File: src/rtl/dvs_ravens_pkg.sv
// Shared types and constants for the DVS / RAVENS front end.
// Event bundle, receiver states and the timebase constants.
package dvs_ravens_pkg;

  localparam int DVS_AER_BITS      = 10;
  localparam int DVS_X_ADDR_BITS   = 9;
  localparam int DVS_Y_ADDR_BITS   = 9;
  localparam int TIMESTAMP_US_BITS = 32;
  localparam int CLK_PERIOD_NS     = 10;
  localparam int DVS_Y_SETUP_NS    = 50;
  localparam int US_CYCLES         = 1000 / CLK_PERIOD_NS;

  typedef struct packed {
    logic [DVS_X_ADDR_BITS-1:0]   x;
    logic [DVS_Y_ADDR_BITS-1:0]   y;
    logic                         polarity;
    logic [TIMESTAMP_US_BITS-1:0] timestamp;
  } aer_event_t;

  typedef enum logic [1:0] {
    IDLE,
    Y_SETUP,
    X_CAP,
    ACK_HI
  } aer_rx_state_t;

  function automatic int ceil_div(input int a, input int b);
    return (a + b - 1) / b;
  endfunction

endpackage

File: src/rtl/dvs_event_fifo.sv
// Show-ahead synchronous FIFO for rebuilt DVS events.
// Head is visible while non-empty; head reads as zero when empty.
module dvs_event_fifo
  import dvs_ravens_pkg::*;
#(
  parameter int  DEPTH = 4,
  parameter type T     = aer_event_t
) (
  input  logic                   clk,
  input  logic                   rst_n,
  input  logic                   push_i,
  input  T                       data_i,
  input  logic                   pop_i,
  output T                       data_o,
  output logic                   full_o,
  output logic                   empty_o,
  output logic [$clog2(DEPTH):0] count_o
);

  localparam int AW = $clog2(DEPTH);
  localparam int CW = AW + 1;

  T               mem_q [DEPTH];
  logic [AW-1:0]  wr_q;
  logic [AW-1:0]  rd_q;
  logic [CW-1:0]  cnt_q;
  logic [CW-1:0]  cnt_d;
  logic           push_ok;
  logic           pop_ok;

  assign full_o  = (cnt_q == CW'(DEPTH));
  assign empty_o = (cnt_q == '0);
  assign count_o = cnt_q;
  assign push_ok = push_i && !full_o;
  assign pop_ok  = pop_i && !empty_o;
  assign data_o  = empty_o ? '0 : mem_q[rd_q];

  // Occupancy next-state from the accepted push/pop pair.
  always_comb begin
    cnt_d = cnt_q;
    unique case (1'b1)
      push_ok && !pop_ok: cnt_d = cnt_q + CW'(1);
      pop_ok && !push_ok: cnt_d = cnt_q - CW'(1);
      default:            cnt_d = cnt_q;
    endcase
  end

  // Storage write; contents are don't-care until counted.
  always_ff @(posedge clk) begin
    if (push_ok) mem_q[wr_q] <= data_i;
  end

  // Pointers and occupancy; reset empties the queue.
  always_ff @(posedge clk) begin
    if (!rst_n) begin
      wr_q  <= '0;
      rd_q  <= '0;
      cnt_q <= '0;
    end else begin
      if (push_ok) wr_q <= wr_q + AW'(1);
      if (pop_ok)  rd_q <= rd_q + AW'(1);
      cnt_q <= cnt_d;
    end
  end

endmodule

File: src/rtl/dvs_aer_stream_receiver.sv
// DVS AER receiver: 4-phase handshake, Y setup, µs timestamps,
// and event FIFO with valid/ready output and overflow policy.
module dvs_aer_stream_receiver
  import dvs_ravens_pkg::*;
#(
  parameter int AER_BITS      = DVS_AER_BITS,
  parameter int X_BITS        = DVS_X_ADDR_BITS,
  parameter int Y_BITS        = DVS_Y_ADDR_BITS,
  parameter int TS_BITS       = TIMESTAMP_US_BITS,
  parameter int CLK_PERIOD_NS = dvs_ravens_pkg::CLK_PERIOD_NS,
  parameter int Y_SETUP_NS    = DVS_Y_SETUP_NS,
  parameter int FIFO_DEPTH    = 4,
  parameter bit DROP_ON_FULL  = 1'b1
) (
  input  logic                clk,
  input  logic                rst_n,
  input  logic [AER_BITS-1:0] aer,
  input  logic                xsel,
  input  logic                req,
  output logic                ack,
  output logic [X_BITS-1:0]   event_x,
  output logic [Y_BITS-1:0]   event_y,
  output logic [TS_BITS-1:0]  event_timestamp,
  output logic                event_polarity,
  output logic                event_valid,
  input  logic                event_ready,
  output logic                overflow,
  output logic                proto_err,
  output logic [15:0]         drop_count
);

  localparam int US_CYC = 1000 / CLK_PERIOD_NS;
  localparam int Y_CYC  = ceil_div(Y_SETUP_NS, CLK_PERIOD_NS);

  typedef struct packed {
    logic [X_BITS-1:0]  x;
    logic [Y_BITS-1:0]  y;
    logic               polarity;
    logic [TS_BITS-1:0] timestamp;
  } ev_t;

  aer_rx_state_t        state_q;
  logic                 req_m_q;
  logic                 req_s_q;
  logic                 ack_q;
  logic [15:0]          cnt_q;
  logic [Y_BITS-1:0]    row_y_q;
  logic                 row_valid_q;
  logic                 y_stamped_q;
  logic [TS_BITS-1:0]   ts_pend_q;
  logic                 ovf_q;
  logic                 perr_q;
  logic [15:0]          drop_q;
  logic [15:0]          pre_q;
  logic [15:0]          pre_d;
  logic [TS_BITS-1:0]   ts_q;
  logic [TS_BITS-1:0]   ts_d;

  ev_t                  push_ev;
  ev_t                  head_ev;
  logic                 push;
  logic                 fifo_full;
  logic                 fifo_empty;
  logic [$clog2(FIFO_DEPTH):0] unused_cnt;

  assign push = (state_q == X_CAP) && row_valid_q && !fifo_full;

  assign push_ev.x         = aer[X_BITS:1];
  assign push_ev.y         = row_y_q;
  assign push_ev.polarity  = aer[0];
  assign push_ev.timestamp = ts_pend_q;

  dvs_event_fifo #(
    .DEPTH (FIFO_DEPTH),
    .T     (ev_t)
  ) u_fifo (
    .clk     (clk),
    .rst_n   (rst_n),
    .push_i  (push),
    .data_i  (push_ev),
    .pop_i   (event_ready),
    .data_o  (head_ev),
    .full_o  (fifo_full),
    .empty_o (fifo_empty),
    .count_o (unused_cnt)
  );

  assign ack             = ack_q;
  assign overflow        = ovf_q;
  assign proto_err       = perr_q;
  assign drop_count      = drop_q;
  assign event_valid     = !fifo_empty;
  assign event_x         = head_ev.x;
  assign event_y         = head_ev.y;
  assign event_polarity  = head_ev.polarity;
  assign event_timestamp = head_ev.timestamp;

  // Microsecond prescaler and wrapping timestamp next-state.
  always_comb begin
    pre_d = pre_q + 16'd1;
    ts_d  = ts_q;
    if (pre_q == 16'(US_CYC - 1)) begin
      pre_d = '0;
      ts_d  = ts_q + TS_BITS'(1);
    end
  end

  // Timebase registers.
  always_ff @(posedge clk) begin
    if (!rst_n) begin
      pre_q <= '0;
      ts_q  <= '0;
    end else begin
      pre_q <= pre_d;
      ts_q  <= ts_d;
    end
  end

  // Two-flop synchronizer for the camera request.
  always_ff @(posedge clk) begin
    if (!rst_n) begin
      req_m_q <= 1'b0;
      req_s_q <= 1'b0;
    end else begin
      req_m_q <= req;
      req_s_q <= req_m_q;
    end
  end

  // Handshake FSM with registered ack and sticky status.
  always_ff @(posedge clk) begin
    if (!rst_n) begin
      state_q     <= IDLE;
      ack_q       <= 1'b0;
      cnt_q       <= '0;
      row_y_q     <= '0;
      row_valid_q <= 1'b0;
      y_stamped_q <= 1'b0;
      ts_pend_q   <= '0;
      ovf_q       <= 1'b0;
      perr_q      <= 1'b0;
      drop_q      <= '0;
    end else begin
      unique case (state_q)
        IDLE: begin
          ack_q <= 1'b0;
          if (req_s_q && !xsel) begin
            state_q     <= Y_SETUP;
            cnt_q       <= 16'(Y_CYC);
            ts_pend_q   <= ts_q;
            y_stamped_q <= 1'b1;
          end else if (req_s_q) begin
            state_q <= X_CAP;
            if (!y_stamped_q) ts_pend_q <= ts_q;
          end
        end
        Y_SETUP: begin
          if (cnt_q <= 16'd1) begin
            row_y_q     <= aer[Y_BITS-1:0];
            row_valid_q <= 1'b1;
            ack_q       <= 1'b1;
            state_q     <= ACK_HI;
          end else begin
            cnt_q <= cnt_q - 16'd1;
          end
        end
        X_CAP: begin
          if (!row_valid_q) begin
            perr_q      <= 1'b1;
            ack_q       <= 1'b1;
            y_stamped_q <= 1'b0;
            state_q     <= ACK_HI;
          end else if (!fifo_full) begin
            ack_q       <= 1'b1;
            y_stamped_q <= 1'b0;
            state_q     <= ACK_HI;
          end else if (DROP_ON_FULL) begin
            ovf_q       <= 1'b1;
            if (drop_q != 16'hFFFF) drop_q <= drop_q + 16'd1;
            ack_q       <= 1'b1;
            y_stamped_q <= 1'b0;
            state_q     <= ACK_HI;
          end else begin
            ack_q <= 1'b0;
          end
        end
        ACK_HI: begin
          if (!req_s_q) begin
            ack_q   <= 1'b0;
            state_q <= IDLE;
          end
        end
        default: state_q <= IDLE;
      endcase
    end
  end

endmodule

File: config.mk
export PLATFORM = sky130hd
export DESIGN_NAME = dvs_aer_stream_receiver
export DESIGN_NICKNAME = d
export VERILOG_FILES = /design/src/rtl/dvs_ravens_pkg.sv /design/src/rtl/dvs_event_fifo.sv /design/src/rtl/dvs_aer_stream_receiver.sv
export SDC_FILE = /design/constraint.sdc
export NUM_CORES = 1
export LEC_CHECK = 0
export BUFFER_PORTS_ARGS = -buffer_cell sky130_fd_sc_hd__buf_2
export CORE_MARGIN = 1.5
export CORE_UTILIZATION = 40
export DETAILED_ROUTE_END_ITERATION = 10
export PLACE_DENSITY_LB_ADDON = 0.05
export SYNTH_ARGS = -nofsm -noshare
export SYNTH_HDL_FRONTEND = slang
export SYNTH_SLANG_ARGS = --single-unit
File: constraint.sdc
create_clock -name clk -period 2.8 [get_ports clk]
set_input_delay 0.56 -clock clk [delete_from_list [all_inputs] [get_ports clk]]
set_output_delay 0.56 -clock clk [all_outputs]
set_load 0.05 [all_outputs]
Word-level counts from Yosys, hierarchy flattened
Memory sizes are Yosys's and may differ from the RTL's. A register that Yosys moved wholly into a read port is not among the register bits.
Cells that the tools add are included.

cells by class
  add/sub/neg operators = 8
  mux-type cells = 22
  reduce and logical (&&, ||, !) cells = 28
  eq/ne operators = 12
  order comparisons = 1
  bitwise operators = 2

operator list
  cell                                                                                number
  32-bit two-way mux                                                                  3
  51-bit two-way mux                                                                  1
  16-bit by 1-bit adder with 16-bit output (second input constant)                    2
  32-bit by 1-bit adder with 32-bit output (second input constant)                    1
  16-bit two-way mux                                                                  2
  16-bit case mux with 2 select lines                                                 1
  16-bit by 7-bit == test with 1-bit output (second input constant)                   1
  16-bit by 1-bit less-or-equal comparator with 1-bit output (second input constant)  1
  16-bit != test (second input constant)                                              1
  16-bit by 1-bit subtractor with 16-bit output (second input constant)               1
  2-bit two-way mux                                                                   6
  3-bit AND reduction                                                                 4
  2-bit != test (second input constant)                                               4
  2-bit case mux with 4 select lines                                                  1
  2-bit AND reduction                                                                 4
  2-bit nonzero test                                                                  4
  1-bit logical AND                                                                   7
  3-bit case mux with 2 select lines                                                  1
  1-bit zero test                                                                     5
  1-bit two-way mux                                                                   5
  2-bit by 1-bit adder with 2-bit output (second input constant)                      2
  2-bit == test (second input constant)                                               2
  1-bit case mux with 4 select lines                                                  1
  4-bit AND reduction                                                                 1
  11 further kinds                                                                    12

storage, ports and cells
  memory bits (writable) = 204
  memories = 1
  flip-flop bits (word level) = 137

memories
  name          depth  bits a word  read ports  clocked after Yosys merged registers in  write ports  RTL line              RTL
  u_fifo.mem_q  4      51           1           1                                        1            dvs_event_fifo.sv:23  T mem_q [DEPTH];

Depth between registers and ports, before layout
Gate-level depths: netlist of the first run.

  word-level depth = 7
  depth in mapped cells = 12
  depth with buffers taken out = 11

Hierarchy
From an unflattened synthesis of the first run, not the netlist that was laid out.

unflattened totals
  cell total of the unflattened synthesis = 1061
  area total of the unflattened synthesis = 13902.1 sq um

by module, submodules not included
  module                   times used  cells an instance  area an instance (sq um)  seq. area each (sq um)
  dvs_event_fifo           1           378                8202.9                    6306.0
  dvs_aer_stream_receiver  1           683                5699.2                    2602.5

Worst setup path before layout of the first run
No wires, ideal clock.

  path type = reg2reg
  start = register state_q[0]
  end = memory u_fifo.mem_q[1][0] in the netlist's numbering (enable)
  arrival = 2.312 ns
  setup time = 0.414 ns
  cell stages (with the launch flop) = 7
  clock period less this slack = 2.726 ns
  data required time = 2.386 ns
  path buffers = 1
  path slack = 0.074 ns
  cells stage by stage = dfxtp_1 > inv_1 > ha_1 > nand2_1 > nor2b_1 > clkbuf_1 > and2_1

on the way
  word-level cells in the longest chain between the ends = 6

ends and longest elaborated chain
  element                                  RTL line                        RTL
  from (decl)                              dvs_aer_stream_receiver.sv:42   aer_rx_state_t state_q;
  from (signal assigned)                   dvs_aer_stream_receiver.sv:133  state_q <= IDLE;
  from (signal assigned)                   dvs_aer_stream_receiver.sv:148  state_q <= Y_SETUP;
  from (signal assigned)                   dvs_aer_stream_receiver.sv:153  state_q <= X_CAP;
  2-bit == test                            dvs_aer_stream_receiver.sv:66   assign push = (state_q == X_CAP) && row_valid_q && !fifo_full;
  1-bit logical AND (2 in a row)           dvs_aer_stream_receiver.sv:66
  1-bit logical AND                        dvs_event_fifo.sv:34            assign push_ok = push_i && !full_o;
  1-bit two-way mux                        dvs_event_fifo.sv:50            if (push_ok) mem_q[wr_q] <= data_i;
  1-bit two-way mux (not written as such)  dvs_event_fifo.sv:50
  to (decl)                                dvs_event_fifo.sv:23

No other way between the ends.

==> flow_summary.toml, run 1 <==
[sta]
final_max_slew_viol_count = 0
setup_violations = 0
fin_skew_ns = 0.01473
worstMarginPinSlew_ns = 0.6126
fin_ws_ns = 0.1124
fmax_mhz = 372.1
fin_crit_sh_pct = 95.99
finalSetupTns_ns = 0
rsz0062_at_grt = "false"
final_hold_viol_count = 0
worst_slew_margin_rel_pct = 58.11
min_period_ns = 2.688
hold_ws_ns = 0.2510

[grt]
antenna_found_initial = 0
grt_pass1_wl_mm = 46.39
grt_max_degree = 53
grt_usage_pct = 16.24
grt_overflow = 0
grt_pass1_vias = 8468

[cells_and_area]
fin_util_pct = 47.47
layout_common_cells = "edfxtp_1, nand2_1, dfxtp_1"
multiInputGateArea_sq_um = 4742
drive_gt1_share_pct = 20.02
areaGrowthSynthToFinish_pct = 17.15
diodes = 0
fillers = 3141
final_common_cell = "edfxtp_1"
ff_latch_area_sq_um = 8914
nets = 1215

[pwr]
leakagePower_uw = 0.005478
vdd_drop_max_v = 0.0003641
p_per_area_nw_per_um2 = 662.1
totalPowerFinal_uw = 10830

[detailed_routing]
drtPass1Iterations = 4
routed_wl_mm = 28.77
drt-initial-drc-count = 493
drc = 0
num_vias = 8520
wl_per_cell_um = 17.24
via_per_inst = 5.105
drt.antenna.violating_nets = 0

[worst_setup_path]
crit_arrival_ns = 2.13
path_max_fanout = 15
critical_path_class = "register to primary output"
end_kind = "primary output"
path_cells = "buf_12, mux4_2, and2_1, buf_2"
r2r-start = "u_fifo.count_o[2]$_SDFFE_PN0P_"
crit_slowest_cell = "mux4_2"
rrSetupSlack_ns = 0.30
cp-start-kind = "register"
worst_ep_required_time_ns = 2.24
slowest_delay_ns = 0.53
crit_end = "event_timestamp[24]"
r2r_cells = 9
r2r_end = "u_fifo.count_o[2]$_SDFFE_PN0P_"

[synthesis]
ys_seq_area_share_pct = 63.81
async_flop_share_pct = 0
synth_seq_cells = 343
synth-edff-count = 204
avgSynthCellArea_sq_um = 12.89
yosysWarnings = 0
synth.top_cell.area_share_pct = 43.87
netlist_area_sq_um = 13960
synth.area.top_cells = "edfxtp_1, dfxtp_1, mux4_2"
syn-num-nets = 1114
syn_inst = 1083
ys.flop_type = "edfxtp_1"
synth_top_cell_by_area = "edfxtp_1"
synth.distinct_cells = 56

[cts]
clock_tree.buffer_depth = 3
numCtsBuffers = 38
post_cts_resized = 0
root_buffer = "clkbuf_16"
h-tree-depth = 2
cts.sinks = 343
clkTransAtPathRegs_ns = 0.06
clkLatencyLatePin_ns = 0.52
cts_tree = "yes"

[placed_design]
port_buffers = 85
hpwl_mm = 17.73
dp_slack_ns = 0.2987
place.gp.congestion = 0.7755

[floorplan]
start_util_pct = 40.52
fp.dieW_um = 189.8
pin_count = 86
die-area_sq_um = 36040
die-height_um = 189.8
core-area_sq_um = 34460
fp-row-count = 68

[worst_hold_path]
hold_path.class = "input port to register"

[run]
maxCapViolCount = 0

[run_status]
status = "complete, no violations"
==> layer usage <==
metal,vias to the layer above,global-route usage (%),share of wire (%)
li1,4174,-,-
met1,4167,22.68,48
met2,137,26.54,47
met3,42,2.527,3.1
met4,0,3.968,1.7
met5,-,0,0
==> power by group <==
part / switching [uW] / internal (uW)
clock: 1910 / 2870
combinational: 427 / 219
sequential: 48.5 / 5360
total: 2380 / 8450
==> timing repair <==
| item | in CTS | in global routing |
|---|---|---|
| endpoints found under the hold margin | 0 | 0 |
| setup buffers | 2 | 0 |
| hold buffers | 0 | 0 |
| endpoints found under the setup margin | 18 | 0 |
==> synthesized netlist by cell type, drive strengths merged (3+ instances only) <==
| master | number |
|---|---|
| inv | 25 |
| a31oi | 3 |
| nor4 | 21 |
| edfxtp | 204 |
| o21a | 4 |
| nand3 | 22 |
| dfxtp | 139 |
| nand4 | 19 |
| nor4b | 3 |
| buf | 17 |
| or2 | 6 |
| and2 | 59 |
| xor2 | 20 |
| and3 | 13 |
| o31ai | 6 |
| mux2i | 20 |
| o21bai | 5 |
| o21ai | 9 |
| clkbuf | 38 |
| nand2b | 28 |
| or4 | 8 |
| nor3 | 10 |
| nand2 | 141 |
| a21oi | 54 |
| xnor2 | 17 |
| o311ai | 5 |
| nor2b | 4 |
| o211ai | 10 |
| o41ai | 6 |
| or3 | 3 |
| nor2 | 74 |
| ha | 15 |
| and4 | 5 |
| mux4 | 51 |
==> registers in the layout, indices dropped and copies added (netlist names), 3 cells and up, named ones only <==
register        cells
pre_q              16
row_y_q             9
u_fifo.mem_q      204
drop_count         16
u_fifo.count_o      3
ts_pend_q          32
cnt_q              16
ts_q               32
==> final cells by class <==
cell class	instances	share of cell area [%]
multi-input combinational	660	28.99
sequential	343	54.49
clock buffer	56	6.846
inverter	25	0.5737
clock inverter	14	0.6731
tap	455	3.480
timing repair buffer	116	4.941
==> stage by stage <==
stage               instance area (sq um)  std cells
finish                              16360       1669
global route                        16360       1669
CTS                                 16360       1669
detailed placement                  15110       1597
global placement                    15110       1597
floorplan                           13960       1083
==> cells by family after synthesis <==
kind of cell / Yosys count / share of synthesized area (%)
and+or+nand+nor: 424 / 15.35
AOI/OAI and AO/OA: 112 / 5.108
xor gates and xnor gates: 37 / 2.321
buffers and inverters: 80 / 2.267
DFF: 343 / 63.81
muxes: 71 / 9.660
adders and majority gates: 16 / 1.488
==> how the worst min path moves through the flow <==
stage | from | to | slack [ns] | cells after the start
after floorplan | req_m_q$_SDFF_PN0_ | req_s_q$_SDFF_PN0_ | 0.41 | 1
after global placement | req_m_q$_SDFF_PN0_ | req_s_q$_SDFF_PN0_ | 0.42 | 1
after detailed placement | req_m_q$_SDFF_PN0_ | req_s_q$_SDFF_PN0_ | 0.42 | 1
after CTS | req | req_m_q$_SDFF_PN0_ | 0.23 | 2
after global routing | req | req_m_q$_SDFF_PN0_ | 0.24 | 2
final | req | req_m_q$_SDFF_PN0_ | 0.25 | 2
==> worst max-delay path: cells and delay by family, from the launching register on <==
family	cells	cell delay, ns
buf+inv	2	0.43
mux	1	0.53
flops	1	0.45
simple gates	1	0.20
(Power assumes the default switching activity.)
==> run 2, diff against run 1 <==
- PLACE_DENSITY: not set -> 0.61
- PLACE_DENSITY_LB_ADDON: 0.05 -> not set
==> run 2 against run 1 <==
  * Worst hold slack got worse by 0.0018 ns
  * Sequential cell count stayed put
  * Highest routed layer unchanged
  * Count of clock-buffer cells in the layout decreased by 6
  * Non-clock buffer count increased by 1
  * Design area decreased by 0.29%
  * Global-route usage fell by 0.90 points
  * Clock power grew 1%
  * First-iteration DRC count rose by 15%
==> flow_summary.toml, run 2 (same netlist as run 1, synthesis figures left out) <==
[run_status]
status = "complete, no violations"

[floorplan]
pin_count = 86
core-area_sq_um = 34460
start_util_pct = 40.52
die-area_sq_um = 36040
fp.dieW_um = 189.8
die-height_um = 189.8
fp-row-count = 68

[detailed_routing]
drtPass1Iterations = 6
wl_per_cell_um = 16.41
drt.antenna.violating_nets = 0
drt-initial-drc-count = 565
wl_met3_mm = 1.262
num_vias = 8620
met1_length_mm = 12.37
routed_wl_mm = 27.37
routed.top_layer = "met4"
drc = 0
via_per_inst = 5.168
wl_met2_mm = 13.22

[grt]
grt_pass1_wl_mm = 44.23
antenna_found_initial = 0
grt_pass1_vias = 8453
grt_max_degree = 53
grt_overflow = 0
grt_usage_pct = 15.34

[sta]
fin_crit_sh_pct = 96.36
setup_violations = 0
finalSetupTns_ns = 0
worstMarginPinSlew_ns = 0.6757
final_hold_viol_count = 0
fmax_mhz = 370.6
worst_slew_margin_rel_pct = 53.79
rsz0062_at_grt = "false"
final_max_slew_viol_count = 0
min_period_ns = 2.698
fin_skew_ns = 0.02016

[cells_and_area]
diodes = 0
fillers = 3108
fin_cells = 1668
ff_latch_area_sq_um = 8914
areaGrowthSynthToFinish_pct = 16.81
drive_gt1_share_pct = 20.03
nets = 1215
multiInputGateArea_sq_um = 4742
top_regs = "u_fifo.mem_q: 204 flops, ts_pend_q: 32 flops, ts_q: 32 flops"
final_common_cell = "edfxtp_1"
largest_reg_flops = 204
layout_common_cells = "edfxtp_1, nand2_1, dfxtp_1"
top_register = "u_fifo.mem_q"

[worst_setup_path]
cp-start-kind = "register"
r2r_end = "u_fifo.count_o[2]$_SDFFE_PN0P_"
path_max_fanout = 17
end_kind = "primary output"
rrSetupSlack_ns = 0.31
crit_arrival_ns = 2.14
r2r_cells = 9
r2r-start = "u_fifo.count_o[2]$_SDFFE_PN0P_"
critical_path_class = "register to primary output"
worst_ep_required_time_ns = 2.24

[cts]
hold_buffers = 0
clkLatencyLatePin_ns = 0.53
post_cts_resized = 0
cts_tree = "yes"
clkTransAtPathRegs_ns = 0.05
root_buffer = "clkbuf_16"
cts.sinks = 343
clock_tree.buffer_depth = 3
h-tree-depth = 2
postCtsSetupBuffers = 3
numCtsBuffers = 37

[placed_design]
port_buffers = 85
hpwl_mm = 16.92
place.gp.congestion = 0.8027
dp.cells = 1595

[worst_hold_path]
hold_path.class = "input port to register"
holdPathStages = 2
worstHoldStart = "req"
hold_end = "req_m_q$_SDFF_PN0_"

[pwr]
leakagePower_uw = 0.005455
p_per_area_nw_per_um2 = 666.5
totalPowerFinal_uw = 10870
vdd_drop_max_v = 0.0003724

[run]
maxCapViolCount = 0
## run 2: cell count changes in the layout (fill, tap and decap cells not counted), sizes merged
cell,delta
clkinvlp,+3
buf,+1
clkinv,-2
clkbuf,-6
bufinv,+2
inv,+1
## run 2: area by class of cell
type                            instances  share of cell area, %
Multi-Input combinational cell        660                  29.08
Timing Repair Buffer                  117                  4.695
Clock inverter                         18                  1.212
Inverter                               25                 0.5754
Clock buffer                           50                  6.298
Sequential cell                       343                  54.65
Tap cell                              455                  3.491
## run 2: how the worst max path moves through the flow
stage                                    from  cells after the start                              to  slack, ns
2_1_floorplan         state_q[0]$_SDFFE_PN0P_                      6    u_fifo.mem_q[1][0]$_DFFE_PP_       0.07
3_3_place_gp   u_fifo.count_o[2]$_SDFFE_PN0P_                      9  u_fifo.count_o[2]$_SDFFE_PN0P_       0.39
3_5_place_dp   u_fifo.count_o[2]$_SDFFE_PN0P_                      9  u_fifo.count_o[2]$_SDFFE_PN0P_       0.33
4_1_cts                              register                      4              event_timestamp[8]       0.03
5_1_grt                              register                      4              event_timestamp[1]       0.03
6_report                             register                      4             event_timestamp[16]       0.10
## run 2: metal layers
| metal | up-vias | global-route usage, % |
|---|---|---|
| met2 | 179 | 25.93 |
| met5 | - | 0 |
| met1 | 4225 | 20.23 |
| met3 | 43 | 2.804 |
| li1 | 4173 | - |
| met4 | 0 | 4.243 |
## run 2: power by group
group / internal, uW / total, uW / switching [uW]
registers: 5360 / 5410 / 47.9
clock network: 2880 / 4830 / 1940
logic: 216 / 637 / 421
total: 8460 / 10900 / 2410
## run 2: worst max-delay path, cell delays in order, from the launching register on
cell and delay, ns:
dfxtp_4 0.46, buf_12 0.23, mux4_2 0.52, and2_1 0.18
buf_2 0.21
## run 2: metrics by stage
stage / area [sq um] / setup WS (ns) / hold slack, ns / util (%)
floorplan: 13960 / 0.07370 / 0.4119 / -
global placement: 15050 / 0.3909 / 0.4168 / 43.67
detailed placement: 15050 / 0.3268 / 0.4215 / 43.67
CTS: 16290 / 0.02876 / 0.2300 / 47.29
global route: 16310 / 0.03486 / 0.2444 / 47.33
finish: 16310 / 0.1020 / 0.2492 / 47.33
==> run 3, diff against run 2 <==
- CAP_MARGIN: not set -> 10
- CORE_UTILIZATION: 40 -> 55
- PLACE_DENSITY: 0.61 -> 0.78
==> run 3 against run 2 <==
  * Clock power is 11% lower
  * Via count is 1.2% higher
  * Sequential share of layout area is 1.1 points higher
  * Sequential cell count stayed put
  * Count of clock-buffer cells in the layout is 6 lower
  * Die area is 27% lower
  * Critical endpoint is now event_timestamp[21]
  * Combinational power hardly changed
==> flow_summary.toml, run 3 (same netlist as run 1, synthesis figures left out) <==
[detailed_routing]
routed.top_layer = "met4"
met1_length_mm = 11.39
drt.antenna.violating_nets = 0
drc = 0
wl_per_cell_um = 17.81
wl_met3_mm = 1.374
drtPass1Iterations = 5
wl_met2_mm = 13.89
via_per_inst = 5.677
num_vias = 8720
drt-initial-drc-count = 621
routed_wl_mm = 27.36

[worst_setup_path]
end_kind = "primary output"
r2r_cells = 9
r2r-start = "u_fifo.count_o[2]$_SDFFE_PN0P_"
path_max_fanout = 19
r2r_end = "u_fifo.count_o[2]$_SDFFE_PN0P_"
worst_ep_required_time_ns = 2.24
crit_arrival_ns = 2.10
critical_path_class = "register to primary output"
crit_end = "event_timestamp[21]"
rrSetupSlack_ns = 0.35
cp-start-kind = "register"

[sta]
final_max_slew_viol_count = 0
worstMarginPinSlew_ns = 0.7488
rsz0062_at_grt = "false"
setup_violations = 0
final_hold_viol_count = 0
worst_slew_margin_rel_pct = 48.79
fmax_mhz = 376.3
fin_skew_ns = 0.02790
min_period_ns = 2.658
fin_crit_sh_pct = 94.92
fin_ws_ns = 0.1423
finalSetupTns_ns = 0

[grt]
antenna_found_initial = 0
grt_max_degree = 53
grt_usage_pct = 21.30
grt_pass1_vias = 8631
grt_pass1_wl_mm = 44.45
grt_overflow = 0

[floorplan]
start_util_pct = 55.77
core-area_sq_um = 25040
die-area_sq_um = 26350
fp-row-count = 58
die-height_um = 162.3
pin_count = 86
fp.dieW_um = 162.3

[cts]
numCtsBuffers = 35
cts_tree = "yes"
cts.sinks = 343
clkLatencyLatePin_ns = 0.53
h-tree-depth = 2
hold_buffers = 0
clkTransAtPathRegs_ns = 0.07
post_cts_resized = 0
root_buffer = "clkbuf_16"
clock_tree.buffer_depth = 3

[cells_and_area]
top_register = "u_fifo.mem_q"
diodes = 0
drive_gt1_share_pct = 19.49
fin_cells = 1536
areaGrowthSynthToFinish_pct = 14.42
top_regs = "u_fifo.mem_q: 204 flops, ts_pend_q: 32 flops, ts_q: 32 flops"
nets = 1211
largest_reg_flops = 204
fin_area_sq_um = 15980
final_common_cell = "edfxtp_1"
layout_common_cells = "edfxtp_1, nand2_1, dfxtp_1"

[pwr]
switching_share_pct = 22.93
p_seq_share_pct = 52.2
power_switching_uw = 2374
p_clk_share_pct = 41.7
power.internal_uw = 7981
p_per_area_nw_per_um2 = 648.2
vdd_drop_max_v = 0.0003816
leakagePower_uw = 0.005373
p_comb_share_pct = 6.2

[placed_design]
place.gp.congestion = 0.8434
hpwl_mm = 17.20
placed_area_sq_um = 14910
port_buffers = 85
dp.cells = 1472
dp_slack_ns = 0.3581

[run_status]
status = "complete, no violations"

[run]
maxCapViolCount = 0

[worst_hold_path]
hold_path.class = "input port to register"
holdPathStages = 1
-- run 3: cell type report --
type | instances | area (sq um)
clock buffers | 44 | 940.9
fillers | 1809 | 9061
repair buffers | 115 | 750.7
well taps | 330 | 412.9
inverters | 25 | 93.84
multi-input cells | 660 | 4742
flip-flops and latches | 343 | 8914
clock inverters | 19 | 121.4
-- run 3: worst max-delay path, cell delays in order, from the launching register on --
cell and delay, ns:
dfxtp_4 0.42, buf_12 0.22, mux4_2 0.53, and2_1 0.20
buf_2 0.22
-- run 3: metal layers --
layer | vias up | track usage, %
met1 | 4266 | 27.13
met4 | 0 | 7.131
met3 | 50 | 3.132
met2 | 250 | 37.47
li1 | 4154 | -
met5 | - | 0
-- run 3: power by group through the flow --
stage	Sequential [uW]	Combinational [uW]	Clock, uW
floorplan	5530	459	0
global placement	5510	625	0
detailed placement	5510	631	0
CTS	5400	639	4390
global route	5410	695	4580
finish	5400	637	4310
-- run 3: worst min-delay path by stage --
| stage | startpoint | to | slack [ns] |
|---|---|---|---|
| 2_1_floorplan | req_m_q$_SDFF_PN0_ | req_s_q$_SDFF_PN0_ | 0.41 |
| 3_3_place_gp | req_m_q$_SDFF_PN0_ | req_s_q$_SDFF_PN0_ | 0.42 |
| 3_5_place_dp | req_m_q$_SDFF_PN0_ | req_s_q$_SDFF_PN0_ | 0.42 |
| 4_1_cts | req | req_m_q$_SDFF_PN0_ | 0.24 |
| 5_1_grt | aer[9] | u_fifo.mem_q[3][50]$_DFFE_PP_ | 0.25 |
| 6_report | aer[9] | u_fifo.mem_q[2][50]$_DFFE_PP_ | 0.25 |
-- run 3: repair_timing --
item                                    4_1_cts  5_1_grt
hold endpoints to repair                      0        0
buffers inserted                              1        0
endpoints found under the setup margin        1        0
-- run 3: per-stage QoR --
step / hold slack (ns) / utilization (%) / total power (uW)
6_report: 0.2522 / 63.81 / 10360
3_5_place_dp: 0.4212 / 59.54 / 6146
3_3_place_gp: 0.4173 / 59.54 / 6135
4_1_cts: 0.2391 / 63.81 / 10430
5_1_grt: 0.2540 / 63.81 / 10680
2_1_floorplan: 0.4119 / - / 5991
